[config.mk]
export PLATFORM = sky130hd
export DESIGN_NAME = hazard_ctrl_param_flat
export DESIGN_NICKNAME = d
export VERILOG_FILES = /design/src/rtl/hazard_ctrl_param_if.sv /design/src/rtl/hazard_ctrl_param.sv /design/src/flat_wrapper.sv
export SDC_FILE = /design/constraint.sdc
export NUM_CORES = 1
export LEC_CHECK = 0
export BUFFER_PORTS_ARGS = -buffer_cell sky130_fd_sc_hd__buf_4
export CELL_PAD_IN_SITES_DETAIL_PLACEMENT = 0
export CELL_PAD_IN_SITES_GLOBAL_PLACEMENT = 1
export CORE_UTILIZATION = 35
export CTS_CLUSTER_DIAMETER = 40
export CTS_CLUSTER_SIZE = 20
export DETAILED_ROUTE_END_ITERATION = 12
export GPL_TIMING_DRIVEN = 0
export PLACE_DENSITY = 0.88
export RECOVER_POWER = 50
export SYNTH_ARGS = -nofsm -noshare
export SYNTH_HDL_FRONTEND = slang
export SYNTH_SLANG_ARGS = --single-unit
[constraint.sdc]
create_clock -name clk -period 3.4 [get_ports clk]
set_input_delay 0.85 -clock clk [delete_from_list [all_inputs] [get_ports clk]]
set_output_delay 0.85 -clock clk [all_outputs]
set_load 0.1 [all_outputs]
[src/rtl/hazard_ctrl_param_if.sv]
// Decode/fetch control bundle for hazard_ctrl_param.
// Optional forwarding signals exist only when HAZARD_FWD_EN is defined.
interface hazard_ctrl_param_if #(
    parameter int REG_AW  = 5,
    parameter int NUM_SRC = 2
);
    logic [NUM_SRC*REG_AW-1:0] src_addr;
    logic [NUM_SRC-1:0]        src_used;
    logic [REG_AW-1:0]         reg_ex;
    logic                      reg_ex_en;
    logic [REG_AW-1:0]         reg_wb;
    logic                      reg_wb_en;
    logic                      branch_miss;
    logic                      int_req;
    logic                      int_en;
    logic                      fetch_latch_en;
    logic                      pc_inc;
    logic                      pc_load;
    logic                      imem_addr_mux;
    logic                      dec_nop;
    logic                      ex_bubble;
    logic                      int_ack;
    // Current controller state: 0 CHECK, 1 RAW_STALL, 2 FLUSH, 3 INT_ENTRY.
    logic [1:0]                state;
`ifdef HAZARD_FWD_EN
    logic                      reg_ex_is_load;
    logic [2*NUM_SRC-1:0]      fwd_sel;
`endif

    // All control outputs are level signals evaluated every cycle; there is
    // no valid/ready handshake, the pipeline acts on them in the same cycle.
    modport master (
        output src_addr, src_used, reg_ex, reg_ex_en, reg_wb, reg_wb_en,
               branch_miss, int_req, int_en,
`ifdef HAZARD_FWD_EN
               reg_ex_is_load,
        input  fwd_sel,
`endif
        input  fetch_latch_en, pc_inc, pc_load, imem_addr_mux, dec_nop,
               ex_bubble, int_ack, state
    );

    modport slave (
        input  src_addr, src_used, reg_ex, reg_ex_en, reg_wb, reg_wb_en,
               branch_miss, int_req, int_en,
`ifdef HAZARD_FWD_EN
               reg_ex_is_load,
        output fwd_sel,
`endif
        output fetch_latch_en, pc_inc, pc_load, imem_addr_mux, dec_nop,
               ex_bubble, int_ack, state
    );
endinterface

[src/rtl/hazard_ctrl_param.sv]
// Parametrised pipeline hazard controller: RAW stalls, mispredict flush, interrupt entry.
// Define HAZARD_FWD_EN to add operand forwarding (fwd_sel) and load-use-only stalls.
module hazard_ctrl_param #(
    parameter int REG_AW        = 5,
    parameter int NUM_SRC       = 2,
    parameter int RAW_EX_CYCLES = 1,
    parameter int FLUSH_CYCLES  = 2
) (
    input logic                  clk,
    input logic                  reset,
    hazard_ctrl_param_if.slave   bus
);
    typedef enum logic [1:0] {
        CHECK     = 2'd0,
        RAW_STALL = 2'd1,
        FLUSH     = 2'd2,
        INT_ENTRY = 2'd3
    } state_t;

    localparam logic [2:0] RAW_RELOAD   = 3'(RAW_EX_CYCLES - 1);
    localparam logic [2:0] FLUSH_RELOAD = 3'(FLUSH_CYCLES - 1);

    state_t             state, state_nxt;
    logic [2:0]         cnt, cnt_nxt;
    logic [NUM_SRC-1:0] ex_hit, wb_hit;
    logic               stall_ex, stall_wb, stall;

    always_comb begin
        ex_hit = '0;
        wb_hit = '0;
        for (int i = 0; i < NUM_SRC; i++) begin
            ex_hit[i] = bus.src_used[i] && bus.reg_ex_en &&
                        (bus.src_addr[i*REG_AW +: REG_AW] == bus.reg_ex);
            wb_hit[i] = bus.src_used[i] && bus.reg_wb_en &&
                        (bus.src_addr[i*REG_AW +: REG_AW] == bus.reg_wb);
        end
    end

`ifdef HAZARD_FWD_EN
    // EX is the younger producer, so it wins when both stages match.
    always_comb begin
        bus.fwd_sel = '0;
        for (int i = 0; i < NUM_SRC; i++) begin
            if (ex_hit[i])      bus.fwd_sel[2*i +: 2] = 2'b01;
            else if (wb_hit[i]) bus.fwd_sel[2*i +: 2] = 2'b10;
        end
    end

    assign stall_ex = (|ex_hit) && bus.reg_ex_is_load;
    assign stall_wb = 1'b0;
`else
    assign stall_ex = |ex_hit;
    assign stall_wb = |wb_hit;
`endif

    assign stall = stall_ex || stall_wb || (state == RAW_STALL);

    always_ff @(posedge clk or negedge reset) begin
        if (!reset) begin
            state <= CHECK;
            cnt   <= 3'd0;
        end else begin
            state <= state_nxt;
            cnt   <= cnt_nxt;
        end
    end

    always_comb begin
        state_nxt = state;
        cnt_nxt   = cnt;
        case (state)
            CHECK: begin
                if (bus.branch_miss) begin
                    state_nxt = FLUSH;
                    cnt_nxt   = FLUSH_RELOAD;
                end else if (bus.int_req && bus.int_en) begin
                    state_nxt = INT_ENTRY;
                end else if (stall_ex) begin
                    state_nxt = RAW_STALL;
                    cnt_nxt   = RAW_RELOAD;
                end
            end
            RAW_STALL: begin
                if (bus.branch_miss) begin
                    state_nxt = FLUSH;
                    cnt_nxt   = FLUSH_RELOAD;
                end else if (cnt == 3'd0) begin
                    state_nxt = CHECK;
                end else begin
                    cnt_nxt = cnt - 3'd1;
                end
            end
            FLUSH: begin
                if (bus.branch_miss) begin
                    cnt_nxt = FLUSH_RELOAD;
                end else if (cnt == 3'd0) begin
                    state_nxt = CHECK;
                end else begin
                    cnt_nxt = cnt - 3'd1;
                end
            end
            INT_ENTRY: begin
                state_nxt = CHECK;
            end
            default: begin
                state_nxt = CHECK;
                cnt_nxt   = 3'd0;
            end
        endcase
    end

    // Reset gates the outputs combinationally so the pipeline is quiesced
    // the moment reset asserts, not at the next edge.
    always_comb begin
        bus.pc_load        = 1'b0;
        bus.imem_addr_mux  = 1'b0;
        bus.dec_nop        = 1'b1;
        bus.ex_bubble      = 1'b0;
        bus.fetch_latch_en = 1'b0;
        bus.pc_inc         = 1'b0;
        bus.int_ack        = 1'b0;
        if (reset) begin
            bus.pc_load        = bus.branch_miss || (state == INT_ENTRY);
            bus.imem_addr_mux  = (state == INT_ENTRY) && !bus.branch_miss;
            bus.dec_nop        = bus.branch_miss || (state == FLUSH) ||
                                 (state == INT_ENTRY);
            bus.ex_bubble      = stall && !bus.dec_nop;
            bus.fetch_latch_en = !stall || bus.pc_load;
            bus.pc_inc         = !stall && !bus.pc_load;
            bus.int_ack        = (state == INT_ENTRY);
        end
    end

    assign bus.state = state;
endmodule

[src/flat_wrapper.sv]
// flat-port wrapper written by rule: the top's interface ports become plain ports
module hazard_ctrl_param_flat 
#(
    parameter int REG_AW        = 5,
    parameter int NUM_SRC       = 2,
    parameter int RAW_EX_CYCLES = 1,
    parameter int FLUSH_CYCLES  = 2
)
  (clk, reset, bus_src_addr, bus_src_used, bus_reg_ex, bus_reg_ex_en, bus_reg_wb, bus_reg_wb_en, bus_branch_miss, bus_int_req, bus_int_en, bus_fetch_latch_en, bus_pc_inc, bus_pc_load, bus_imem_addr_mux, bus_dec_nop, bus_ex_bubble, bus_int_ack, bus_state);
  hazard_ctrl_param_if #(.REG_AW(REG_AW), .NUM_SRC(NUM_SRC)) bus_i ();
  input logic clk;
  input logic reset;
  input wire logic [$bits(bus_i.src_addr)-1:0] bus_src_addr;
  input wire logic [$bits(bus_i.src_used)-1:0] bus_src_used;
  input wire logic [$bits(bus_i.reg_ex)-1:0] bus_reg_ex;
  input wire logic [$bits(bus_i.reg_ex_en)-1:0] bus_reg_ex_en;
  input wire logic [$bits(bus_i.reg_wb)-1:0] bus_reg_wb;
  input wire logic [$bits(bus_i.reg_wb_en)-1:0] bus_reg_wb_en;
  input wire logic [$bits(bus_i.branch_miss)-1:0] bus_branch_miss;
  input wire logic [$bits(bus_i.int_req)-1:0] bus_int_req;
  input wire logic [$bits(bus_i.int_en)-1:0] bus_int_en;
  output wire logic [$bits(bus_i.fetch_latch_en)-1:0] bus_fetch_latch_en;
  output wire logic [$bits(bus_i.pc_inc)-1:0] bus_pc_inc;
  output wire logic [$bits(bus_i.pc_load)-1:0] bus_pc_load;
  output wire logic [$bits(bus_i.imem_addr_mux)-1:0] bus_imem_addr_mux;
  output wire logic [$bits(bus_i.dec_nop)-1:0] bus_dec_nop;
  output wire logic [$bits(bus_i.ex_bubble)-1:0] bus_ex_bubble;
  output wire logic [$bits(bus_i.int_ack)-1:0] bus_int_ack;
  output wire logic [$bits(bus_i.state)-1:0] bus_state;
  assign bus_i.src_addr = bus_src_addr;
  assign bus_i.src_used = bus_src_used;
  assign bus_i.reg_ex = bus_reg_ex;
  assign bus_i.reg_ex_en = bus_reg_ex_en;
  assign bus_i.reg_wb = bus_reg_wb;
  assign bus_i.reg_wb_en = bus_reg_wb_en;
  assign bus_i.branch_miss = bus_branch_miss;
  assign bus_i.int_req = bus_int_req;
  assign bus_i.int_en = bus_int_en;
  assign bus_fetch_latch_en = bus_i.fetch_latch_en;
  assign bus_pc_inc = bus_i.pc_inc;
  assign bus_pc_load = bus_i.pc_load;
  assign bus_imem_addr_mux = bus_i.imem_addr_mux;
  assign bus_dec_nop = bus_i.dec_nop;
  assign bus_ex_bubble = bus_i.ex_bubble;
  assign bus_int_ack = bus_i.int_ack;
  assign bus_state = bus_i.state;
  hazard_ctrl_param #(.REG_AW(REG_AW), .NUM_SRC(NUM_SRC), .RAW_EX_CYCLES(RAW_EX_CYCLES), .FLUSH_CYCLES(FLUSH_CYCLES)) u_core (.clk(clk), .reset(reset), .bus(bus_i));
endmodule
# After elaboration in Yosys (flattened, before gate mapping)
# Index checks and enable logic that the tools add are counted.
[word_totals]
elab_cells = 65
out_inout_bits = 9
reg_bits = 5
[classes]
n_addsub = 1
n_reduce_logical = 30
eq_ne = 12
mux = 20
[op_table]
columns = ["op", "n"]
rows = [
  ["== test 5 bit", 4],
  ["two-way mux 3 bit", 5],
  ["logical AND 1 bit", 12],
  ["two-way mux 2 bit", 6],
  ["one-hot mux 2 bit (4 select lines)", 1],
  ["two-way mux 1 bit", 7],
  ["logical OR 1 bit", 6],
  ["!= test 3 bit (second input constant)", 2],
  ["one-hot mux 3 bit (2 select lines)", 1],
  ["OR reduction 2 bit", 3],
  ["== test 2 bit (second input constant)", 2],
  ["logical NOT 1 bit", 4],
  ["!= test 4 x 2 -> 1 bit (second input constant)", 1],
  ["AND reduction 4 bit", 1],
  ["logical NOT 3 bit", 1],
  ["!= test 3 x 2 -> 1 bit (second input constant)", 1],
  ["subtractor 3 x 1 -> 3 bit (second input constant)", 1],
  ["== test 2 x 1 -> 1 bit (second input constant)", 1],
  ["logical NOT 2 bit", 1],
  ["!= test 2 bit (second input constant)", 1],
  ["AND reduction 2 bit", 1],
  ["nonzero test 2 bit", 1],
]

# Longest topological paths before layout
[logic_depth]
ltp_word = 8
mapped_depth = 6
mapped_depth_nobuf = 6

# Worst setup path before layout
# No wires, ideal clock.
[synth_path]
kind = "flip-flop to output port"
start = "reg u_core.state[1] (netlist: u_core.bus.state[1])"
end = "out bus_pc_inc"
required_time_ps = 2550
arrival_time_ps = 4603
setup_slack_ps = -2053
stages_incl_launch_ff = 6
path_cell_list = "dfrtp_1 -> inv_1 -> ha_1 -> a41oi_1 -> and3_1 -> nor4bb_1"
[synth_between]
elab_chain_len = 5
word_cells_on_any_way = 8
classes_between = "eq/ne (2); mux (1); reduce/logical (5)"
[synth_lines]
columns = ["item", "line_no", "rtl"]
rows = [
  ["start, declared", "hazard_ctrl_param.sv:23", "state_t state, state_nxt;"],
  ["start signal, assigned", "hazard_ctrl_param.sv:63", "state <= state_nxt;"],
  ["== test 2 x 1 -> 1 bit / == test 2 bit (equally long branches)", "hazard_ctrl_param.sv:56, hazard_ctrl_param.sv:123", ""],
  ["logical OR 1 bit, on equally long branches", "hazard_ctrl_param.sv:56, hazard_ctrl_param.sv:123", ""],
  ["logical NOT 1 bit", "hazard_ctrl_param.sv:129", "bus.pc_inc = !stall && !bus.pc_load;"],
  ["logical AND 1 bit (*)", "hazard_ctrl_param.sv:129", ""],
  ["two-way mux 1 bit (*)", "hazard_ctrl_param.sv:122", "if (reset) begin"],
  ["end, declared", "flat_wrapper.sv:23", "output wire logic [$bits(bus_i.pc_inc)-1:0] bus_pc_inc;"],
]
# Every way passes the cells marked *; elsewhere a longest branch is shown, timed or not.

# Worst setup path in the final report
[layout_path]
start = "in bus_src_addr[4]"
end = "out bus_pc_inc"
[layout_between]
elab_chain_len = 8
word_cells_on_any_way = 11
classes_between = "eq/ne (2); mux (1); reduce/logical (8)"
[layout_lines]
columns = ["item", "line_no", "rtl"]
rows = [
  ["start, declared", "flat_wrapper.sv:13", "input wire logic [$bits(bus_i.src_addr)-1:0] bus_src_addr;"],
  ["== test 5 bit, on equally long branches", "hazard_ctrl_param.sv:33, hazard_ctrl_param.sv:35", ""],
  ["logical AND 1 bit, on equally long branches", "hazard_ctrl_param.sv:32, hazard_ctrl_param.sv:34", ""],
  ["OR reduction 2 bit, on equally long branches", "hazard_ctrl_param.sv:52, hazard_ctrl_param.sv:53", ""],
  ["logical OR 1 bit (*) (2 in a row)", "hazard_ctrl_param.sv:56", "assign stall = stall_ex || stall_wb || (state == RAW_STALL);"],
  ["logical NOT 1 bit (*)", "hazard_ctrl_param.sv:129", ""],
  ["logical AND 1 bit (*)", "hazard_ctrl_param.sv:129", ""],
  ["two-way mux 1 bit (*)", "hazard_ctrl_param.sv:122", ""],
]
# Marks and branches as above.

==> results by group <==
Final layout
  • Antenna diode instance count: 0
  • Filler cells: approximately 210
  • Final nets: around 170
  • Final Cell Area: 1150 um^2
  • Share of layout cells above drive strength 1: approximately a third
  • Area growth from synthesis to layout: 43.8%
  • Final core occ: about 56%

Clock network
  • Maximum clock path buffer count: 2
  • Post-CTS setup buffer count: 0
  • H-tree levels: 1
  • CTS clk-pin slew, worst paths: about 0.050 ns
  • Clock Sink Count: 5
  • CTS Buf Count: 3
  • Clk_lat worst skew: 0.24 ns
  • Post-CTS sizing: 0
  • CTS root buffer: clkbuf_4
  • Hold_buf cts: 0
  • CTS tree: built

Setup path
  • CP most frequent cell: buf_4
  • R2r setup slk: 1.61 ns
  • Slowest CP cell: buf_4
  • Slowest stage delay, CP: 0.32 ns
  • Reg2reg end: u_core.bus.state[1]$_DFFE_PN0P_
  • Crit path from: bus_src_addr[4]
  • Type of origin of the critical path: primary input
  • Crit path cell chain: buf_4 -> xor2_1 -> nor4_4 -> a22oi_1 -> and3_1 -> nor4bb_4 -> buf_4
  • Worst Path Arrival: around 2.3 ns
  • Critical path class: in2out
  • Max FO, Critical Path: 4
  • Reg-to-Reg Start: u_core.bus.state[0]$_DFFE_PN0P_
  • Worst EP required: between 2 and 3 ns
  • Worst r2r path cells: 6
  • Worst Setup EP: bus_pc_inc
  • CP endpoint kind: primary output

Die
  • Total core area: ~2100 um^2
  • # rows: 16
  • I/O pin count: 38
  • Die height: 49.8 um
  • Die area: ~2500 um^2
  • Initial core utilization: roughly two fifths
  • Chip width: ~50 um

Power and ir drop
  • Total power: around 730 uW
  • Power Density: approximately 640 nW/um^2
  • Sequential Power Share: ~16%
  • Clock share of power: 9.5%
  • Net switching power: 424 uW
  • Cell Int Power: between 300 and 400 uW
  • Peak supply drop: around 0.53 mV
  • Combinational fraction of design power: about three quarters
  • Sw Share: just under 60%
  • Leakage: 0.000543 uW

Yosys
  • Mapped Area: 800 um^2
  • Syn Nets: approximately 130
  • Syn Inst Count: 95
  • Netlist cell types: 37
  • Mean post-synth cell area: 8.42 um^2
  • Most used flip-flop cell after synthesis: dfrtp_1
  • Post-synthesis sequential area ratio: 15.6%
  • Synth Warn #: 0
  • Ys async rst share: 100%
  • EDFF count, synth: 0
  • Synth Register Bits: 5

Detailed routing
  • DRT Wirelength: between 2000 and 2500 um
  • Detailed Route Iter0 Violations: 20
  • Remaining DRCs: 0
  • Wirelength per Cell: about 12 um
  • Via count: between 800 and 900
  • TritonRoute pass-1 iters: 4
  • Vias/cell: a little over 5
  • Final ANT Viol Nets: 0

STA
  • Setup_tns: 0 ns
  • Fin. max-slew vios: 0
  • Fmax: between 0.3 and 0.4 GHz
  • Max_slew headroom: approximately a quarter
  • Tmin final: 3.18 ns
  • Clock Skews: 0.00896 ns
  • Unrepaired setup endpoints after global routing: false
  • Endpoints failing setup: 0
  • Final Hold Vio Count: 0
  • Slew of the pin with the lowest slew margin: between 1 and 1.5 ns
  • Final hold slack: between 0.5 and 0.6 ns
  • Final worst-path cycle share: between 90 and 100%

Global routing
  • Global Route Usage Sum: 19.0%
  • First-pass GRT wire length: approximately 3700 um
  • Initial antenna violation count: 0
  • Vias in the first global route: approximately 830
  • Overflow after GRT: 0
  • Pin count of the biggest net entering global routing: 12

Flow run
  • Max-cap violations: 0

Placed design
  • Number of I/O port buffers: 37
  • Dpl cell area: 1140 um^2
  • Post-DP HPWL: between 1500 and 2000 um
  • RD Place Congestion: between 0.8 and 0.9

Hold path
  • Hold WC Path Type: reg2reg

Status
  • Run status: finished clean
## logic make-up (layout without fill, tap and decap cells)
| logic type | count (synthesis) | in the layout | synth area share [%] |
|---|---|---|---|
| muxes | 3 | 3 | 3.91 |
| DFF | 5 | 5 | 15.6 |
| and+or+nand+nor | 33 | 33 | 26.0 |
| adders and majority gates | 7 | 7 | 11.0 |
| buffers and inverters | 8 | 49 | 3.91 |
| AOI/OAI and AO/OA | 19 | 19 | 17.7 |
| xor gates and xnor gates | 20 | 20 | 21.9 |
## routing by layer
layer / up-vias / share of wire (%) / track usage [%]
li1: 427 / - / -
met1: 382 / 47 / 25.1
met2: 27 / 49 / 30.9
met3: 0 / 4.7 / 5.86
met4: 0 / 0 / 2.38
met5: - / 0 / 0
## area by class of cell
| cell class | instances | area, um^2 | share of cell area [%] |
|---|---|---|---|
| well taps | 27 | 33.8 | 2.94 |
| clock buffers | 4 | 26.3 | 2.29 |
| plain buffers | 1 | 5.00 | 0.435 |
| flip-flops and latches | 5 | 128 | 11.1 |
| inverters | 7 | 26.3 | 2.29 |
| repair buffers | 37 | 267 | 23.2 |
| multi-input cells | 82 | 664 | 57.8 |
## cells in the mapped netlist (2+ instances only)
cell type   n  share of area, %
dfrtp_1     5                16
a221oi_1    2               2.2
nand2_1     9               4.2
nor4_1      2               1.6
nor3b_1     2               1.9
inv_1       7               3.3
ha_1        7                11
nor2_1      6               2.8
and3_1      2               1.6
xnor2_1     2               2.2
o31ai_1     2               1.9
xor2_1     18                20
o21ai_0     4               2.5
nor4_4      2               5.3
mux2i_1     2               2.5
nand3_1     2               1.3
## power groups by stage
stage | sequential, uW | combinational, uW | clock (uW)
after global placement | 113 | 556 | 0
after detailed placement | 115 | 563 | 0
after CTS | 115 | 565 | 73.6
final | 114 | 551 | 69.6
after floorplan | 185 | 356 | 0
after global routing | 120 | 603 | 80.8
## stage by stage
stage	instances	setup slack [ns]
after floorplan	95	-0.0885
after global placement	159	0.212
after detailed placement	159	0.224
after CTS	163	0.221
after global routing	163	0.101
final	163	0.224
## layout by cell type (no fill, tap or decap), drive strengths merged, types with 3 or more instances in the layout
cell type / synthesis / final
ha: 7 / 7
inv: 7 / 7
dfrtp: 5 / 5
buf: 1 / 35
nor4: 4 / 4
a221oi: 3 / 3
nand2: 9 / 9
o21ai: 5 / 5
xor2: 18 / 18
nor2: 6 / 6
clkbuf: 0 / 7
## critical path: cells and delay by family
kind / cells / cell delay (ns)
AOI/OAI and AO/OA: 1 / 0.19
buffers and inverters: 2 / 0.44
and+or+nand+nor: 3 / 0.59
xor gates and xnor gates: 1 / 0.26
## flip-flops by register name (all words and copies together), names as in the netlist
signal,count
u_core.bus.state,2
u_core.cnt,3
## how the worst min path moves through the flow
stage	start	to	slack, ns	cells after the start
floorplan	u_core.cnt[1]$_DFFE_PN0P_	u_core.cnt[1]$_DFFE_PN0P_	0.47	2
global placement	u_core.cnt[1]$_DFFE_PN0P_	u_core.cnt[1]$_DFFE_PN0P_	0.49	2
detailed placement	u_core.cnt[1]$_DFFE_PN0P_	u_core.cnt[1]$_DFFE_PN0P_	0.51	2
CTS	reset	u_core.cnt[1]$_DFFE_PN0P_	0.41	1
global route	reset	u_core.cnt[1]$_DFFE_PN0P_	0.55	1
finish	u_core.cnt[1]$_DFFE_PN0P_	u_core.cnt[1]$_DFFE_PN0P_	0.52	2
Note: power is estimated with default switching activity, not from simulation.
